$ cat config.mk
export PLATFORM = sky130hd
export DESIGN_NAME = mc_sequencer_flat
export DESIGN_NICKNAME = d
export VERILOG_FILES = /design/src/rtl/mc_sequencer_if.sv /design/src/rtl/mc_sequencer.sv /design/src/flat_wrapper.sv
export SDC_FILE = /design/constraint.sdc
export NUM_CORES = 1
export LEC_CHECK = 0
export BUFFER_PORTS_ARGS = -buffer_cell sky130_fd_sc_hd__buf_2
export CORE_UTILIZATION = 49
export CTS_CLUSTER_DIAMETER = 120
export CTS_CLUSTER_SIZE = 40
export DETAILED_ROUTE_END_ITERATION = 6
export PLACE_DENSITY = 0.76
export SYNTH_ARGS = -nofsm -noshare
export SYNTH_HDL_FRONTEND = slang
export SYNTH_SLANG_ARGS = --single-unit
$ cat constraint.sdc
create_clock -name clk_i -period 2.1 [get_ports clk_i]
set_input_delay 0.21 -clock clk_i [delete_from_list [all_inputs] [get_ports clk_i]]
set_output_delay 0.21 -clock clk_i [all_outputs]
set_load 0.1 [all_outputs]
$ cat src/rtl/mc_sequencer_if.sv
// Shared memory-port handshake between the multi-cycle sequencer and the memory.
interface mc_sequencer_if;
    logic mem_req;
    logic mem_we;
    logic mem_instr;
    logic mem_ready;

    modport master (
        output mem_req,
        output mem_we,
        output mem_instr,
        input  mem_ready
    );

    modport slave (
        input  mem_req,
        input  mem_we,
        input  mem_instr,
        output mem_ready
    );
endinterface

$ cat src/rtl/mc_sequencer.sv
// Multi-cycle RV32I control sequencer: steps FETCH/DECODE/EXEC/MEM/WB over one
// memory port, counts retired instructions and traps on illegal opcodes or timeouts.
module mc_sequencer #(
    parameter int unsigned MEM_TIMEOUT = 16,
    parameter int unsigned CNT_W       = 32
) (
    input  logic              clk_i,
    input  logic              rst_i,
    input  logic [6:0]        op_i,
    input  logic              zero_i,
    mc_sequencer_if.master    mem,
    output logic              ir_write_o,
    output logic              alu_out_write_o,
    output logic              mdr_write_o,
    output logic              reg_write_en_o,
    output logic              pc_write_o,
    output logic [2:0]        state_o,
    output logic              trap_o,
    output logic [1:0]        trap_cause_o,
    output logic [CNT_W-1:0]  instret_o
);

    typedef enum logic [2:0] {
        StFetch  = 3'd0,
        StDecode = 3'd1,
        StExec   = 3'd2,
        StMem    = 3'd3,
        StWb     = 3'd4,
        StTrap   = 3'd7
    } state_e;

    localparam logic [6:0] OpLui    = 7'b0110111;
    localparam logic [6:0] OpAuipc  = 7'b0010111;
    localparam logic [6:0] OpReg    = 7'b0110011;
    localparam logic [6:0] OpLoad   = 7'b0000011;
    localparam logic [6:0] OpImm    = 7'b0010011;
    localparam logic [6:0] OpJalr   = 7'b1100111;
    localparam logic [6:0] OpStore  = 7'b0100011;
    localparam logic [6:0] OpBranch = 7'b1100011;
    localparam logic [6:0] OpJal    = 7'b1101111;

    localparam logic [7:0] WaitLimit = 8'(MEM_TIMEOUT - 1);

    state_e           state_q, state_d;
    logic [1:0]       cause_q, cause_d;
    logic [7:0]       wait_q, wait_d;
    logic [CNT_W-1:0] instret_q;

    logic op_legal, is_load, is_store, is_branch, timeout;
    logic req, we, instr, ir_wr, alu_wr, mdr_wr, rf_wr, pc_wr;

    // Zero only steers NPC selection inside the decoder; PCWrite fires either way.
    logic unused_zero;
    assign unused_zero = zero_i;

    assign is_load   = (op_i == OpLoad);
    assign is_store  = (op_i == OpStore);
    assign is_branch = (op_i == OpBranch);
    assign timeout   = !mem.mem_ready && (wait_q == WaitLimit);

    always_comb begin
        op_legal = 1'b0;
        case (op_i)
            OpLui, OpAuipc, OpReg, OpLoad, OpImm,
            OpJalr, OpStore, OpBranch, OpJal: op_legal = 1'b1;
            default: op_legal = 1'b0;
        endcase
    end

    always_comb begin
        state_d = state_q;
        cause_d = cause_q;
        wait_d  = wait_q;
        req     = 1'b0;
        we      = 1'b0;
        instr   = 1'b0;
        ir_wr   = 1'b0;
        alu_wr  = 1'b0;
        mdr_wr  = 1'b0;
        rf_wr   = 1'b0;
        pc_wr   = 1'b0;

        case (state_q)
            StFetch: begin
                req   = 1'b1;
                instr = 1'b1;
                if (mem.mem_ready) begin
                    ir_wr   = 1'b1;
                    state_d = StDecode;
                end else if (timeout) begin
                    state_d = StTrap;
                    cause_d = 2'b10;
                end else begin
                    wait_d = wait_q + 8'd1;
                end
            end
            StDecode: begin
                if (op_legal) begin
                    state_d = StExec;
                end else begin
                    state_d = StTrap;
                    cause_d = 2'b01;
                end
            end
            StExec: begin
                alu_wr = 1'b1;
                if (is_load || is_store) begin
                    state_d = StMem;
                end else if (is_branch) begin
                    pc_wr   = 1'b1;
                    state_d = StFetch;
                end else begin
                    state_d = StWb;
                end
            end
            StMem: begin
                req = 1'b1;
                we  = is_store;
                if (mem.mem_ready) begin
                    if (is_store) begin
                        pc_wr   = 1'b1;
                        state_d = StFetch;
                    end else begin
                        mdr_wr  = 1'b1;
                        state_d = StWb;
                    end
                end else if (timeout) begin
                    state_d = StTrap;
                    cause_d = 2'b10;
                end else begin
                    wait_d = wait_q + 8'd1;
                end
            end
            StWb: begin
                rf_wr   = 1'b1;
                pc_wr   = 1'b1;
                state_d = StFetch;
            end
            StTrap: ;
            default: begin
                state_d = StTrap;
                cause_d = 2'b01;
            end
        endcase

        if (state_d != state_q) begin
            wait_d = '0;
        end

        // Withdraw any pending access and suppress strobes during reset.
        if (rst_i) begin
            req    = 1'b0;
            we     = 1'b0;
            instr  = 1'b0;
            ir_wr  = 1'b0;
            alu_wr = 1'b0;
            mdr_wr = 1'b0;
            rf_wr  = 1'b0;
            pc_wr  = 1'b0;
        end
    end

    always_ff @(posedge clk_i) begin
        if (rst_i) begin
            state_q   <= StFetch;
            cause_q   <= 2'b00;
            wait_q    <= '0;
            instret_q <= '0;
        end else begin
            state_q <= state_d;
            cause_q <= cause_d;
            wait_q  <= wait_d;
            if (pc_wr) begin
                instret_q <= instret_q + CNT_W'(1);
            end
        end
    end

    assign mem.mem_req     = req;
    assign mem.mem_we      = we;
    assign mem.mem_instr   = instr;
    assign ir_write_o      = ir_wr;
    assign alu_out_write_o = alu_wr;
    assign mdr_write_o     = mdr_wr;
    assign reg_write_en_o  = rf_wr;
    assign pc_write_o      = pc_wr;
    assign state_o         = state_q;
    assign trap_o          = (state_q == StTrap);
    assign trap_cause_o    = cause_q;
    assign instret_o       = instret_q;

endmodule

$ cat src/flat_wrapper.sv
// flat-port wrapper written by rule: the top's interface ports become plain ports
module mc_sequencer_flat 
#(
    parameter int unsigned MEM_TIMEOUT = 16,
    parameter int unsigned CNT_W       = 32
)
  (clk_i, rst_i, op_i, zero_i, ir_write_o, alu_out_write_o, mdr_write_o, reg_write_en_o, pc_write_o, state_o, trap_o, trap_cause_o, instret_o, mem_mem_req, mem_mem_we, mem_mem_instr, mem_mem_ready);
  mc_sequencer_if mem_i ();
  input  logic clk_i;
  input  logic rst_i;
  input  logic [6:0] op_i;
  input  logic zero_i;
  output logic ir_write_o;
  output logic alu_out_write_o;
  output logic mdr_write_o;
  output logic reg_write_en_o;
  output logic pc_write_o;
  output logic [2:0] state_o;
  output logic trap_o;
  output logic [1:0] trap_cause_o;
  output logic [CNT_W-1:0] instret_o;
  output wire logic [$bits(mem_i.mem_req)-1:0] mem_mem_req;
  output wire logic [$bits(mem_i.mem_we)-1:0] mem_mem_we;
  output wire logic [$bits(mem_i.mem_instr)-1:0] mem_mem_instr;
  input wire logic [$bits(mem_i.mem_ready)-1:0] mem_mem_ready;
  assign mem_mem_req = mem_i.mem_req;
  assign mem_mem_we = mem_i.mem_we;
  assign mem_mem_instr = mem_i.mem_instr;
  assign mem_i.mem_ready = mem_mem_ready;
  mc_sequencer #(.MEM_TIMEOUT(MEM_TIMEOUT), .CNT_W(CNT_W)) u_core (.clk_i(clk_i), .rst_i(rst_i), .op_i(op_i), .zero_i(zero_i), .mem(mem_i), .ir_write_o(ir_write_o), .alu_out_write_o(alu_out_write_o), .mdr_write_o(mdr_write_o), .reg_write_en_o(reg_write_en_o), .pc_write_o(pc_write_o), .state_o(state_o), .trap_o(trap_o), .trap_cause_o(trap_cause_o), .instret_o(instret_o));
endmodule
* After elaboration in Yosys (flattened, before gate mapping) *
Index checks and enable logic that the tools add are counted.

word-level totals
  register bits = 45
  bits in latches = 0
  memory bits (writable) = 0
  bits in read-only memories = 0
  input port bits = 11
  memories = 0

cells by class
  add/sub/neg operators = 2
  multiply operators = 0
  div/mod/pow operators = 0
  $lt $le $gt $ge = 0
  equal/unequal tests = 19
  shift operators = 0
  multiplexer cells = 36
  bitwise operators = 3
  reductions and logical operators = 10

operators by type and width
  cell                                                 count
  adder 32 x 1 -> 32 bit, second input constant        1
  two-way mux 1 bit                                    23
  equality test 7 x 6 -> 1 bit, second input constant  3
  equality test 7 bit, second input constant           3
  two-way mux 3 bit                                    7
  one-hot mux 3 bit (6 select lines)                   1
  equality test 7 x 5 -> 1 bit, second input constant  2
  OR reduction 9 bit                                   1
  adder 8 x 1 -> 8 bit, second input constant          1
  equality test 8 x 4 -> 1 bit, second input constant  1
  equality test 7 x 2 -> 1 bit, second input constant  1
  equality test 3 x 2 -> 1 bit, second input constant  2
  equality test 3 bit, second input constant           2
  two-way mux 2 bit                                    3
  one-hot mux 2 bit (3 select lines)                   1
  != test 2 bit, second input constant                 2
  AND reduction 4 bit                                  1
  OR reduction 2 bit                                   2
  equality test 3 x 1 -> 1 bit, second input constant  1
  zero test 3 bit                                      1
  != test 3 bit                                        1
  NOT 1 bit                                            3
  one-hot mux 1 bit (3 select lines)                   1
  AND reduction 3 bit                                  1
  5 further kinds                                      5

* Longest topological paths before layout *
Gate-level depths: netlist of run 1.

  depth after elaboration = 7
  mapped depth = 8
  depth with buffers taken out = 6

* Worst setup path before layout of run 1 *
OpenSTA, ideal clock, no wires.

  kind = register to output
  from = register u_core.state_q[1], in the netlist u_core.state_o[1]
  to = output port mem_mem_we
  arrival time = 4.896 ns
  path slack = -3.006 ns
  stages on the path, launching flop included = 5
  buffers on the path = 1
  cell sequence = dfxtp_1 -> buf_1 -> nand2_1 -> or3_1 -> nor4b_1

between the ends
  word-level cells in the longest chain between the ends = 3

ends and longest elaborated chain
  element                       line                 RTL
  from (decl)                   mc_sequencer.sv:44   state_e state_q, state_d;
  from (signal assigned)        mc_sequencer.sv:165  state_q <= StFetch;
  from (signal assigned)        mc_sequencer.sv:170  state_q <= state_d;
  equality test 3 x 2 -> 1 bit  mc_sequencer.sv:83   case (state_q)
  two-way mux 1 bit             mc_sequencer.sv:83
  two-way mux 1 bit             mc_sequencer.sv:151  if (rst_i) begin
  to (decl)                     flat_wrapper.sv:23   output wire logic [$bits(mem_i.mem_we)-1:0] mem_mem_we;

No other way between the ends.

* Final worst setup path of run 1 *
  from = register u_core.state_q[0], in the netlist u_core.state_o[0]
  to = output port pc_write_o

between the ends
  word-level cells in the longest chain between the ends = 3

ends and longest elaborated chain
  element                                                                     line                 RTL
  equality test 3 bit / equality test 3 x 2 -> 1 bit (equally long branches)  mc_sequencer.sv:83
  one-hot mux 1 bit (3 select lines) *                                        mc_sequencer.sv:83
  two-way mux 1 bit *                                                         mc_sequencer.sv:151
  to (decl)                                                                   flat_wrapper.sv:17   output logic pc_write_o;

Mark *: on every way between the ends. The rest lies on a longest branch, timed or not.

==> metrics.md, run 1 <==
| Metric | Value |
|---|---|
| Clock power frac | 0.209 |
| CP Launch Type | flip-flop |
| Reg2reg path depth | 7 |
| Num CTS Buffers | 5 |
| Max_cap viols | 0 |
| Switching share of power | 0.464 |
| Antenna-violating nets left | 0 |
| Dominant cell type by area after synthesis | dfxtp_1 |
| CTS max path bufs | 2 |
| Max Freq | 487 MHz |
| Data arrival time of the worst path | 1.84 ns |
| FFs w/ async S/R, synth | 0 |
| Initial antenna violation count | 0 |
| Vias in the first global route | 2270 |
| Initial DRC count | 204 |
| Comb pwr share | 0.470 |
| Ports | 57 |
| Final Hold Violating Endpoints | 0 |
| Synthesized area | 2480 um^2 |
| VDD IR-drop max | 645 uV |
| Netlist cell types | 48 |
| DIE AREA | 5360 um^2 |
| Core footprint | 4790 um^2 |
| Internal power | 1.63 mW |
| CTS hold repair buffers | 0 |
| Net Sw Power | 1.41 mW |
| Synth Register Bits | 45 |
| Min Clock Period, post-route | 2.05 ns |
| Unrepaired setup endpoints after global routing | yes |
| ANT cells | 0 |
| Post-synth EDFFs | 0 |
| Most common cell in the netlist | dfxtp_1 |
| Tot GR Track Use | 0.249 |
| Clk_lat worst skew | 0.30 ns |
| Sequential area share after synthesis | 0.363 |
| Largest net degree at the start of global routing | 27 |
| Clk sinks | 45 |
| Crit Path Class | flip-flop to output port |
| First-pass GRT wire length | 10.4 mm |
| Required @ worst endpoint | 1.89 ns |
| Ranking of synthesized cells by area | dfxtp_1 36%, xor2_1 7.8%, nor2_1 5.7%, a21oi_1 3.8%, o21ai_0 3.8% |
| CP max FO | 9 |
| WL per Instance | 13.9 um |
| Most used DFF post-synth | dfxtp_1 |
| Slew headroom | 0.588 |
| DR vias | 2539 |
| Share of layout cells above drive strength 1 | 0.385 |
| Hpwl dp | 4.58 mm |
| DRC Markers | 0 |
| Hold crit path type | input pin to flip-flop |
| Vias per std cell | 5.59 |
| Final WL | 6.32 mm |
| Sequential power share | 0.321 |
| Port bufs | 55 |
| GRT overflow | 0 |
| Synth Net Count | 325 |
| PD cells | 894 nW/um^2 |
| Synth cell count leaders | 45 x dfxtp_1, 38 x nor2_1, 22 x xor2_1 |
| Initial DRT Pass Iterations | 4 |
| Critical Path Sink Type | output port |
| Clock root cell | clkbuf_8 |
| Syn_area_per_cell | 7.96 um^2 |
| Status | finished, final reports clean |
| Final setup vio count | 0 |
| # rows | 25 |
| Clock transition at path regs | 0.09 ns |
| Final nets | 399 |
| Fin Setup TNS | 0 ns |
| Initial core utilization | 0.519 |
| Yosys top cell area share | 0.363 |
| Mapped Cells | 312 |
| Final worst-path cycle share | 0.977 |
| Die Y | 73.2 um |
| Max-slew violations | 0 |
| Synth warnings | 0 |
| Setup Skew | 0.0117 ns |
| Pleak | 1.31 nW |
| Worst Tran Pin Value | 0.616 ns |
| Area grow syn2layout | 37.0% |
| Gp weighted congestion | 0.989 |
| CTS tree | yes |
| Hold Crit Depth | 3 |
| Die width | 73.2 um |
| Hold Slack | 0.315 ns |
| H-tree levels | 2 |
## critical path, cell delays in order, from the launching register on
cell	delay [ns]
dfxtp_4	0.38
nand2b_4	0.15
a2111oi_4	0.40
buf_4	0.18
buf_6	0.09
nor2_4	0.03
nor2_4	0.12
buf_12	0.18
## final timing paths
kind                                                  startpoint                                end  slack [ns]
worst max-delay path                u_core.state_o[0]$_SDFF_PP0_                         pc_write_o        0.05
worst max register to register      u_core.state_o[0]$_SDFF_PP0_  u_core.instret_o[25]$_SDFFE_PP0P_        0.09
worst min-delay path                                       rst_i       u_core.state_o[0]$_SDFF_PP0_        0.32
worst min register to register  u_core.instret_o[1]$_SDFFE_PP0P_   u_core.instret_o[1]$_SDFFE_PP0P_        0.48
## placed cells by master (no fill, tap or decap), types with 3 or more instances in the layout
master / n
o21ai_0: 19
buf_2: 51
nor3_4: 4
nor3_1: 7
nor2b_1: 4
o31ai_1: 5
buf_6: 3
or4_1: 5
nor4_1: 7
o211ai_1: 7
a211oi_1: 3
nand2_1: 19
o2111ai_1: 4
dfxtp_4: 14
nand4_1: 9
dfxtp_2: 15
buf_4: 28
or3_1: 11
and3_1: 3
nor2_1: 33
a21oi_1: 19
xor2_1: 22
nand2b_1: 5
inv_1: 8
dfxtp_1: 16
or2_2: 4
clkbuf_8: 6
nor2_4: 3
nand3_1: 11
buf_12: 4
## final cells by class
| cell class | instances | area (um^2) |
|---|---|---|
| clock buffers | 8 | 111 |
| well taps | 67 | 83.8 |
| inverters | 8 | 30.0 |
| flip-flops and latches | 45 | 972 |
| fillers | 394 | 1380 |
| repair buffers | 86 | 579 |
| multi-input cells | 240 | 1630 |
## routing by layer
metal	track usage	vias to the layer above	part of all wire
li1	-	1291	-
met1	0.339	1175	0.49
met2	0.394	64	0.46
met3	0.0470	9	0.042
met4	0.0828	0	0.013
met5	0	-	0
## metrics by stage
stage / cell area [um^2] / util / std cells / worst slack [ns] / total power, mW
floorplan: 2730 / - / 312 / -0.428 / 2.14
global placement: 3250 / 0.678 / 443 / -0.120 / 2.35
detailed placement: 3250 / 0.678 / 443 / -0.150 / 2.38
CTS: 3380 / 0.707 / 453 / 0.00354 / 3.03
global route: 3400 / 0.711 / 454 / -0.0179 / 3.17
finish: 3400 / 0.711 / 454 / 0.0483 / 3.04
## state kept, by name, indices dropped and copies added, names as in the netlist
| register | flops |
|---|---|
| u_core.instret_o | 32 |
| u_core.wait_q | 8 |
| u_core.state_o | 3 |
| u_core.trap_cause_o | 2 |
## cells by family after synthesis
logic type	share of synthesized area
AOI/OAI and AO/OA	0.196
xor gates and xnor gates	0.0846
adders and majority gates	0.0101
buffers and inverters	0.0418
DFF	0.363
muxes	0.00403
and+or+nand+nor	0.300
## what timing repair did
item,CTS,global route
setup buffers,2,1
endpoints found under the setup margin,2,6
resized for setup,3,3
pin swaps,2,1
## power by group through the flow
| stage | Sequential [mW] | Combinational (mW) | Clock [mW] |
|---|---|---|---|
| 2_1_floorplan | 1.25 | 0.895 | 0 |
| 3_3_place_gp | 0.990 | 1.36 | 0 |
| 3_5_place_dp | 0.994 | 1.38 | 0 |
| 4_1_cts | 0.977 | 1.40 | 0.652 |
| 5_1_grt | 0.986 | 1.50 | 0.683 |
| 6_report | 0.978 | 1.43 | 0.634 |
Note: power is estimated with default switching activity, not from simulation.
==> inputs of run 2 (changes only) <==
Settings changed: CAP_MARGIN set to 25, CORE_MARGIN set to 5, CORE_UTILIZATION 49 to 50, PLACE_DENSITY 0.76 to 0.75.
Clock period 2.1 ns to 2.05 ns, I/O delays scaled along.
==> metrics.md, run 2 (synthesis results as in run 1) <==
| Metric | Value |
|---|---|
| Status | finished, final reports clean |
| Max-slew violations | 0 (unchanged) |
| Num CTS Buffers | 5 (unchanged) |
| Pleak | 1.35 nW (+3.2%) |
| CP Launch Type | flip-flop |
| Hold Crit Depth | 4 (+1) |
| Multi-input gate area | 1640 um^2 (+0.77%) |
| Initial DRC count | 187 (-8.3%) |
| CTS tree | yes |
| Hold Slack | 0.394 ns (+0.0783 ns) |
| Core footprint | 4790 um^2 (unchanged) |
| Initial antenna violation count | 0 (unchanged) |
| Final worst-path cycle share | 0.983 |
| Max Freq | 496 MHz |
| DR vias | 2603 (+2.5%) |
| Die Y | 80.5 um (+10%) |
| CTS hold repair buffers | 0 (unchanged) |
| Initial DRT Pass Iterations | 4 (unchanged) |
| Tot GR Track Use | 0.219 (-0.0297) |
| Final Hold Violating Endpoints | 0 (unchanged) |
| Ports | 57 (unchanged) |
| Min Clock Period, post-route | 2.01 ns |
| Vias per std cell | 5.62 (+0.53%) |
| Hold crit path type | input pin to flip-flop |
| Delay-heaviest family, CP | simple AND/OR/NAND/NOR gates |
| Setup Skew | 0.00963 ns (-0.00206 ns) |
| DRC Markers | 0 (unchanged) |
| Placed Cells | 446 (+0.68%) |
| Buf/Inv on CP | 2 (-1) |
| Crit Path Class | flip-flop to output port |
| Data arrival time of the worst path | 1.81 ns (-0.03 ns) |
| Final WL | 6.70 mm (+6.1%) |
| # rows | 25 (unchanged) |
| ANT cells | 0 (unchanged) |
| Non-Filler Instances | 463 (+2.0%) |
| Slew headroom | 0.651 (+0.0632) |
| Clk_lat worst skew | 0.30 ns (about the same) |
| Antenna-violating nets left | 0 (unchanged) |
| Required @ worst endpoint | 1.85 ns (-0.04 ns) |
| Total power | 3.19 mW (+5.0%) |
| Commonest non-fill, non-tap cell in the layout | buf_2 |
| Final nets | 408 (+2.3%) |
| Post-route cell area | 3480 um^2 (+2.2%) |
| Clock root cell | clkbuf_8 |
| H-tree levels | 2 (unchanged) |
| Final Util | 0.727 (+0.0157) |
| PD cells | 918 nW/um^2 (+2.7%) |
| Commonest non-fill, non-tap cells in the layout | 51 x buf_2, 37 x buf_4, 33 x nor2_1 |
| Worst Tran Pin Value | 0.522 ns (-0.0950 ns) |
| Reg2reg end | u_core.instret_o[21]$_SDFFE_PP0P_ |
| Critical Path Sink Type | output port |
| Unrepaired setup endpoints after global routing | yes |
| Crit-path max cell delay | 0.39 ns (about the same) |
| Reg area | 970 um^2 (-0.26%) |
| Placed instance area | 3260 um^2 (+0.46%) |
| Initial core utilization | 0.519 (unchanged) |
| Gp weighted congestion | 0.894 (-9.6%) |
| Setup slack at placement | -0.153 ns (-0.00354 ns) |
| GRT overflow | 0 (unchanged) |
| Die width | 80.5 um (+10%) |
| Max_cap viols | 0 (unchanged) |
| PnR worst setup slack | 0.0351 ns (-0.0132 ns) |
| Vias in the first global route | 2459 (+8.3%) |
| Port bufs | 55 (unchanged) |
| Final setup vio count | 0 (unchanged) |
| Largest net degree at the start of global routing | 24 (-11%) |
| Max FFs per register | 32 (unchanged) |
| Clock transition at path regs | 0.08 ns (about the same) |
| Reg2reg path depth | 6 (-1) |
| Worst R2R Start | u_core.state_o[0]$_SDFF_PP0_ |
| First-pass GRT wire length | 11.4 mm (+9.6%) |
| Critical path's slowest cell | or3_4 |
| Clk sinks | 45 (unchanged) |
| Fin Setup TNS | 0 ns (unchanged) |
| DIE AREA | 6480 um^2 (+21%) |
| CP cell instances | buf_8, nand2_8, or3_4, nor4b_4, buf_12 |
| CTS max path bufs | 2 (unchanged) |
| Hpwl dp | 4.87 mm (+6.5%) |
| WL per Instance | 14.5 um (+4.0%) |
| R2R setup slack | 0.08 ns (about the same) |
| CP max FO | 8 (-1) |
| Area grow syn2layout | 40.0% |
| Share of layout cells above drive strength 1 | 0.402 (+0.0165) |
| Filler cells | 390 (-1.0%) |
| VDD IR-drop max | 625 uV (-3.0%) |
| Worst setup startpoint | u_core.state_o[0]$_SDFF_PP0_ |
| CP Depth | 5 (-2) |
| CP endpoint | mem_mem_we |
## run 2: routing by layer
layer / global-route usage / part of all wire / vias to the layer above
li1: - / - / 1312
met3: 0.0437 / 0.053 / 2
met4: 0.0726 / 0.0043 / 0
met1: 0.286 / 0.45 / 1220
met5: 0 / 0 / -
met2: 0.359 / 0.49 / 69
## run 2: where the power goes
part	switching [mW]	internal, mW
clock network	0.319	0.312
registers	0.0782	0.919
logic	1.08	0.480
total	1.48	1.71
## run 2: repair_timing
| action | CTS | global route |
|---|---|---|
| gates resized for setup | 3 | 5 |
| buffers inserted | 4 | 6 |
| endpoints found under the setup margin | 5 | 14 |
| pin swaps | 3 | 6 |
| endpoints found under the hold margin | 0 | 0 |
## run 2: final cells by class
type	count	area share
flip-flops and latches	45	0.279
clock inverters	1	0.00252
clock buffers	7	0.0277
multi-input cells	240	0.471
well taps	67	0.0241
repair buffers	95	0.187
inverters	8	0.00864
## run 2: tightest hold or removal path: cells and delay by family
family | cells | cell delay [ns]
buf+inv | 2 | 0.27
compound gates | 1 | 0.10
simple gates | 1 | 0.06
## run 2: worst min-delay path by stage
stage | from | end | slack [ns]
2_1_floorplan | u_core.wait_q[4]$_SDFFE_PP0P_ | u_core.wait_q[4]$_SDFFE_PP0P_ | 0.47
3_3_place_gp | u_core.instret_o[22]$_SDFFE_PP0P_ | u_core.instret_o[22]$_SDFFE_PP0P_ | 0.47
3_5_place_dp | u_core.instret_o[1]$_SDFFE_PP0P_ | u_core.instret_o[1]$_SDFFE_PP0P_ | 0.47
4_1_cts | mem_mem_ready | u_core.state_o[2]$_SDFF_PP0_ | 0.39
5_1_grt | mem_mem_ready | u_core.state_o[2]$_SDFF_PP0_ | 0.41
6_report | mem_mem_ready | u_core.state_o[2]$_SDFF_PP0_ | 0.39
